$ cat src/rtl/serial_and_collector_if.sv
// Bundle of the serial operand link and the word-level result port of the
// bit-serial AND collector.
interface serial_and_collector_if #(
  parameter int unsigned WIDTH = 2
) ();
  logic             in_valid;
  logic             in_sof;
  logic             a_bit;
  logic             b_bit;
  logic             in_ready;
  logic             out_valid;
  logic             out_ready;
  logic [WIDTH-1:0] ab_and;
  logic             frame_err;

  modport master (
    output in_valid, in_sof, a_bit, b_bit, out_ready,
    input  in_ready, out_valid, ab_and, frame_err
  );

  modport slave (
    input  in_valid, in_sof, a_bit, b_bit, out_ready,
    output in_ready, out_valid, ab_and, frame_err
  );
endinterface

$ cat src/rtl/serial_and_collector.sv
// Collects LSB-first serial operand bit pairs, ANDs each pair into a WIDTH-bit
// word and holds it on a valid/ready port until the consumer takes it.
module serial_and_collector #(
  parameter int unsigned WIDTH = 2
) (
  input  logic                  clk,
  input  logic                  reset,
  serial_and_collector_if.slave bus
);
  localparam int unsigned CW = $clog2(WIDTH + 1);

  typedef enum logic [1:0] {IDLE, SHIFT, HOLD} state_e;

  state_e           state_q;
  logic [CW-1:0]    cnt_q;
  logic [WIDTH-1:0] ab_and_q;
  logic             in_ready_q;
  logic             out_valid_q;
  logic             frame_err_q;

  logic             accept;
  logic [WIDTH-1:0] and_bit_d;

  assign accept    = bus.in_valid & in_ready_q;
  assign and_bit_d = WIDTH'(bus.a_bit & bus.b_bit);

  always_ff @(posedge clk) begin
    if (reset) begin
      state_q     <= IDLE;
      cnt_q       <= '0;
      ab_and_q    <= '0;
      in_ready_q  <= 1'b1;
      out_valid_q <= 1'b0;
      frame_err_q <= 1'b0;
    end else begin
      frame_err_q <= 1'b0;
      // in_ready_q is low only in HOLD, so an accepted beat implies IDLE or SHIFT.
      if (accept) begin
        if (bus.in_sof) begin
          frame_err_q <= (state_q == SHIFT);
          ab_and_q    <= and_bit_d;
          cnt_q       <= CW'(1);
          if (WIDTH == 1) begin
            state_q     <= HOLD;
            in_ready_q  <= 1'b0;
            out_valid_q <= 1'b1;
          end else begin
            state_q <= SHIFT;
          end
        end else if (state_q == IDLE) begin
          frame_err_q <= 1'b1;
        end else begin
          // Upper bits were cleared by the index-0 beat, so OR-in is a plain write.
          ab_and_q <= ab_and_q | (and_bit_d << cnt_q);
          cnt_q    <= cnt_q + CW'(1);
          if (cnt_q == CW'(WIDTH - 1)) begin
            state_q     <= HOLD;
            in_ready_q  <= 1'b0;
            out_valid_q <= 1'b1;
          end
        end
      end else if (state_q == HOLD && bus.out_ready) begin
        state_q     <= IDLE;
        in_ready_q  <= 1'b1;
        out_valid_q <= 1'b0;
      end
    end
  end

  assign bus.in_ready  = in_ready_q;
  assign bus.out_valid = out_valid_q;
  assign bus.ab_and    = ab_and_q;
  assign bus.frame_err = frame_err_q;
endmodule

$ cat src/flat_wrapper.sv
// flat-port wrapper written by rule: the top's interface ports become plain ports
module serial_and_collector_flat 
#(
  parameter int unsigned WIDTH = 2
)
  (clk, reset, bus_in_valid, bus_in_sof, bus_a_bit, bus_b_bit, bus_out_ready, bus_in_ready, bus_out_valid, bus_ab_and, bus_frame_err);
  serial_and_collector_if #(.WIDTH(WIDTH)) bus_i ();
  input  logic clk;
  input  logic reset;
  input wire logic [$bits(bus_i.in_valid)-1:0] bus_in_valid;
  input wire logic [$bits(bus_i.in_sof)-1:0] bus_in_sof;
  input wire logic [$bits(bus_i.a_bit)-1:0] bus_a_bit;
  input wire logic [$bits(bus_i.b_bit)-1:0] bus_b_bit;
  input wire logic [$bits(bus_i.out_ready)-1:0] bus_out_ready;
  output wire logic [$bits(bus_i.in_ready)-1:0] bus_in_ready;
  output wire logic [$bits(bus_i.out_valid)-1:0] bus_out_valid;
  output wire logic [$bits(bus_i.ab_and)-1:0] bus_ab_and;
  output wire logic [$bits(bus_i.frame_err)-1:0] bus_frame_err;
  assign bus_i.in_valid = bus_in_valid;
  assign bus_i.in_sof = bus_in_sof;
  assign bus_i.a_bit = bus_a_bit;
  assign bus_i.b_bit = bus_b_bit;
  assign bus_i.out_ready = bus_out_ready;
  assign bus_in_ready = bus_i.in_ready;
  assign bus_out_valid = bus_i.out_valid;
  assign bus_ab_and = bus_i.ab_and;
  assign bus_frame_err = bus_i.frame_err;
  serial_and_collector #(.WIDTH(WIDTH)) u_core (.clk(clk), .reset(reset), .bus(bus_i));
endmodule
$ cat config.mk
export PLATFORM = sky130hd
export DESIGN_NAME = serial_and_collector_flat
export DESIGN_NICKNAME = d
export VERILOG_FILES = /design/src/rtl/serial_and_collector_if.sv /design/src/rtl/serial_and_collector.sv /design/src/flat_wrapper.sv
export SDC_FILE = /design/constraint.sdc
export NUM_CORES = 1
export LEC_CHECK = 0
export ABC_AREA = 1
export CAP_MARGIN = 25
export CORE_AREA = 10 10 47 49
export CTS_CLUSTER_DIAMETER = 80
export DETAILED_ROUTE_END_ITERATION = 6
export DIE_AREA = 0 0 57 59
export PLACE_DENSITY = 0.58
export RECOVER_POWER = 25
export REMOVE_ABC_BUFFERS = 1
export SLEW_MARGIN = 20
export SYNTH_ARGS = -nofsm -noshare
export SYNTH_HDL_FRONTEND = slang
export SYNTH_SLANG_ARGS = --single-unit
$ cat constraint.sdc
create_clock -name clk -period 1.2 [get_ports clk]
set_input_delay 0.12 -clock clk [delete_from_list [all_inputs] [get_ports clk]]
set_output_delay 0.12 -clock clk [all_outputs]
set_load 0.05 [all_outputs]
== Word-level counts from Yosys, hierarchy flattened ==
Cells that the tools add are included.

* Flip-flop bits (word level): 9
* Word-level logic and storage cells: 49
* Output and inout port bits: 5

* Eq/ne operators: 9
* Reductions and logical operators: 7
* Add/subtract/negate cells: 1
* Multiplexer cells: 21
* Bitwise operators: 4
* Shift-type cells: 1

{| class="wikitable"
|+ Operators with widths
! operator !! number
|-
| $mux 2 || 9
|-
| $mux 1 || 12
|-
| $ne 2x2->1 const B || 4
|-
| $ne 3x3->1 const B || 2
|-
| $eq 2x1->1 const B || 2
|-
| $reduce_and 4->1 || 1
|-
| $reduce_and 3->1 || 1
|-
| $add 2x1->2 const B || 1
|-
| $and 1x1->1 || 2
|-
| $eq 2x2->1 const B || 1
|-
| $logic_not 2->1 || 1
|-
| $or 2x2->2 || 1
|-
| $reduce_and 2->1 || 1
|-
| $reduce_bool 2->1 || 1
|-
| $reduce_or 2->1 || 1
|-
| $shl 2x2->2 || 1
|-
| $logic_and 1x1->1 || 1
|-
| $not 1->1 || 1
|}

== Longest topological paths before layout ==
* Depth in word-level cells: 5
* Gate-level depth with buffers: 7

== Worst setup path before layout ==
No wires, ideal clock.

* Path type: register to register
* Start point: register u_core.in_ready_q, in the netlist u_core.bus.in_ready
* End point: register u_core.out_valid_q, in the netlist u_core.bus.out_valid
* Buffers on the path: 0
* Clock period less this slack: 1,321 ps
* Slack: -121 ps
* Cell stages (with the launch flop): 7
* Data arrival time: 1,251 ps
* Data required time: 1,130 ps
* Path through: dfxtp_1 nand2_2 inv_2 nand2_1 nand3_1 nand2_1 a21oi_1

* Cells in the longest elaborated chain, start to end: 3
* Elaborated cells between the ends (all ways): 7
* Those cells by class: 3 x eq/ne; 1 x mux; 1 x bitwise; 2 x reduce/logical

{| class="wikitable"
|+ Ends and longest elaborated chain
! what !! line !! text
|-
| start, declared || serial_and_collector.sv:17 || <nowiki>logic in_ready_q;</nowiki>
|-
| start signal, assigned || serial_and_collector.sv:32 || <nowiki>in_ready_q <= 1'b1;</nowiki>
|-
| start signal, assigned || serial_and_collector.sv:45 || <nowiki>in_ready_q <= 1'b0;</nowiki>
|-
| start signal, assigned || serial_and_collector.sv:58 || <nowiki>in_ready_q <= 1'b0;</nowiki>
|-
| $and 1x1->1 * || serial_and_collector.sv:24 || <nowiki>assign accept = bus.in_valid & in_ready_q;</nowiki>
|-
| $ne 2x2->1 (no line) or $reduce_bool 2->1 (tied branches) || n/a ||
|-
| $reduce_and 4->1 (no line) || n/a ||
|-
| end signal, assigned || serial_and_collector.sv:33 || <nowiki>out_valid_q <= 1'b0;</nowiki>
|-
| end signal, assigned || serial_and_collector.sv:46 || <nowiki>out_valid_q <= 1'b1;</nowiki>
|-
| end signal, assigned || serial_and_collector.sv:59 || <nowiki>out_valid_q <= 1'b1;</nowiki>
|-
| end, declared || serial_and_collector.sv:18 || <nowiki>logic out_valid_q;</nowiki>
|}

Every way passes the cells marked *; elsewhere a longest branch is shown, timed or not.
A chain may end at the register's enable or synchronous reset.

== Worst setup path after layout ==
* Start point: register u_core.cnt_q[1]
* End point: register u_core.state_q[0]

* Cells in the longest elaborated chain, start to end: 3

{| class="wikitable"
|+ Ends and longest elaborated chain
! what !! line !! text
|-
| start, declared || serial_and_collector.sv:15 || <nowiki>logic [CW-1:0] cnt_q;</nowiki>
|-
| start signal, assigned || serial_and_collector.sv:55 || <nowiki>cnt_q <= cnt_q + CW'(1);</nowiki>
|-
| $eq 2x1->1 || serial_and_collector.sv:56 || <nowiki>if (cnt_q == CW'(WIDTH - 1)) begin</nowiki>
|-
| $ne 3x3->1 (no line) || n/a ||
|-
| $reduce_and 3->1 (no line) || n/a ||
|-
| end signal, assigned || serial_and_collector.sv:48 || <nowiki>state_q <= SHIFT;</nowiki>
|-
| end signal, assigned || serial_and_collector.sv:57 || <nowiki>state_q <= HOLD;</nowiki>
|-
| end signal, assigned || serial_and_collector.sv:63 || <nowiki>state_q <= IDLE;</nowiki>
|-
| end, declared || serial_and_collector.sv:14 || <nowiki>state_e state_q;</nowiki>
|}

Every way passes these cells.

==> impl_results.md <==
- Startpoint types: flip-flop
- Post-CTS setup buffer count: 0
- Io pins: 12
- First-pass GRT wire length: 1.81 mm
- CTS H-tree depth: 1
- Hold Vio Cnt, Final: 0
- GRT Total Usage: 0.0696
- CP max stage delay: 310 ps
- Die ar.: 3360 sq um
- Post-DP Area: 661 sq um
- Slew Viols, Final: 0
- Placer Congestion: 0.753
- Grt total ovfl: 0
- CTS hold repair buffers: 0
- Final instance area: 678 sq um
- Cells after synthesis: 57
- Synth Cell Area: 435 sq um
- 1st-pass router iterations: 3
- Vias in the first global route: 431
- CP required: 1360 ps
- Dpl cells: 90
- CTS Sinks: 9
- Horiz. Die Dim: 57 microns
- Routed len/inst: 11.5 microns
- Area delta synth->final: 55.7%
- Starting density of the core: 0.311
- Final WL: 1.08 mm
- Vias: 414
- Port bufs: 11
- Leading area contributor after synthesis: dfxtp_1
- CP Buf/Inv Count: 1
- Status: complete, no violations
- Clk Latency, worst-skew pair: 260 ps
- DRC: 0
- Hold/Removal Path Class: reg -> reg
- Num rows: 14
- CP arrival: 1290 ps
- Share of Yosys cell area claimed by the top area cell type: 0.414
- Die Height: 59 microns
- Most frequent cells in the layout: nand2_1, dfxtp_1, inv_1
- Maximum vdd drop: 0.582 mV
- Critical-path top delay cell: dfxtp_1
- CTS tree: built
- CTS Buf Count: 3
- Fin cells: 94
- Mean Syn Cell Area: 7.64 sq um
- Initial antenna violation count: 0
- Max_slew headroom: 0.814
- CP endpoint kind: flip-flop
- Root Driver: clkbuf_4
- Commonest non-fill, non-tap cell in the layout: nand2_1
- PD cells: 1100 nW/um^2
- Largest net degree at the start of global routing: 6
- CTS clk-pin slew, worst paths: 60 ps
- Cell Chain, Critical Path: inv_1, ha_1, o21ai_0, nand2_1, nand3_1, and3_1
- Fin nets: 87
- Layout cells sized above 1: 0.333
- Synth Register Bits: 9
- Via-to-Cell Ratio: 4.40
- Post-synthesis sequential area ratio: 0.414
- Setup CP Type: reg -> reg
- Core area: 1400 sq um
- Dpl hpwl: 840 microns
- Final period utilization: 0.937
- Minimum clock period: 1120 ps
- Clk buf depth: 2
- Tightest Pin Transition: 280 ps
- YS warnings: 0
- Worst hold margin: 461 ps
- Final Setup Violations: 0
- Clock Skew: 4.90 ps
- Max_cap viols: 0
- Max FO, Critical Path: 3
- Distinct cells, synth: 18
- Antenna-violating nets left: 0
- Diode count: 0
- Leakage: 0.307 nW
- Initial drt markers: 2
- Largest delay share family, worst path: simple AND/OR/NAND/NOR gates
- Top achievable clock speed: 0.889 GHz
- Post-cts sizing count: 0
- Top post-synthesis cells by area: dfxtp_1, nand2_1, inv_1
-- cells by family (layout without fill, tap and decap cells) --
| logic type | Yosys count | in the layout | synth area share |
|---|---|---|---|
| buf+inv | 9 | 30 | 0.0776 |
| simple gates | 27 | 27 | 0.290 |
| flops | 9 | 9 | 0.414 |
| fa+ha+maj | 1 | 1 | 0.0287 |
| compound gates | 11 | 11 | 0.190 |
-- power breakdown --
part	switching, mW	internal [mW]	total [mW]
combinational	0.0977	0.0840	0.182
sequential	0.0140	0.315	0.329
clock	0.109	0.128	0.238
-- path summary, 6_finish.rpt --
kind,start,slack [ps],to,cells after the start
min reg2reg,u_core.cnt_q[1]$_SDFFE_PP0P_,460,u_core.cnt_q[1]$_SDFFE_PP0P_,2
max,u_core.cnt_q[1]$_SDFFE_PP0P_,80,u_core.state_q[0]$_SDFFE_PP0P_,6
min,u_core.cnt_q[1]$_SDFFE_PP0P_,460,u_core.cnt_q[1]$_SDFFE_PP0P_,2
max reg2reg,u_core.cnt_q[1]$_SDFFE_PP0P_,80,u_core.state_q[0]$_SDFFE_PP0P_,6
-- per-layer routing --
layer,global-route usage,vias to the layer above,routed length [microns]
met1,0.0583,173,430
met4,0.0302,0,10
met2,0.124,10,553
met3,0.0494,2,83
met5,0,-,0
li1,-,229,-
-- state kept, by name, indices dropped and copies added, names as in the netlist --
register / count
u_core.bus.ab_and: 2
u_core.cnt_q: 2
u_core.state_q: 2
u_core.bus.frame_err: 1
u_core.bus.in_ready: 1
u_core.bus.out_valid: 1
-- through the flow --
step	utilization	worst slack, ps	total power, mW	TNS [ps]
floorplan	-	-121	0.429	-581
global placement	0.471	-82.8	0.522	-208
detailed placement	0.471	-62.4	0.522	-266
CTS	0.490	72.5	0.769	0
global route	0.484	-3.01	0.796	-3.01
finish	0.484	75.8	0.749	0
-- cells in the mapped netlist (all sizes together) --
library cell and count:
a211oi 1, o21ai 3, a21oi 6, nand2 17
nor2 3, ha 1, inv 9, nand4 1
o211ai 1, and3 1, dfxtp 9, nand3 5
-- worst min-delay path: stages (launching register included) --
cell     delay (ps)
dfxtp_1         310
nand2_1          60
a21oi_1          50
-- final cells by class --
cell class,instances,area [sq um]
flip-flops and latches,9,181
repair buffers,17,190
multi-input cells,39,226
clock buffers,4,26.3
fillers,155,723
well taps,16,20.0
inverters,9,33.8
No activity file was read; power rests on OpenSTA's default activity.
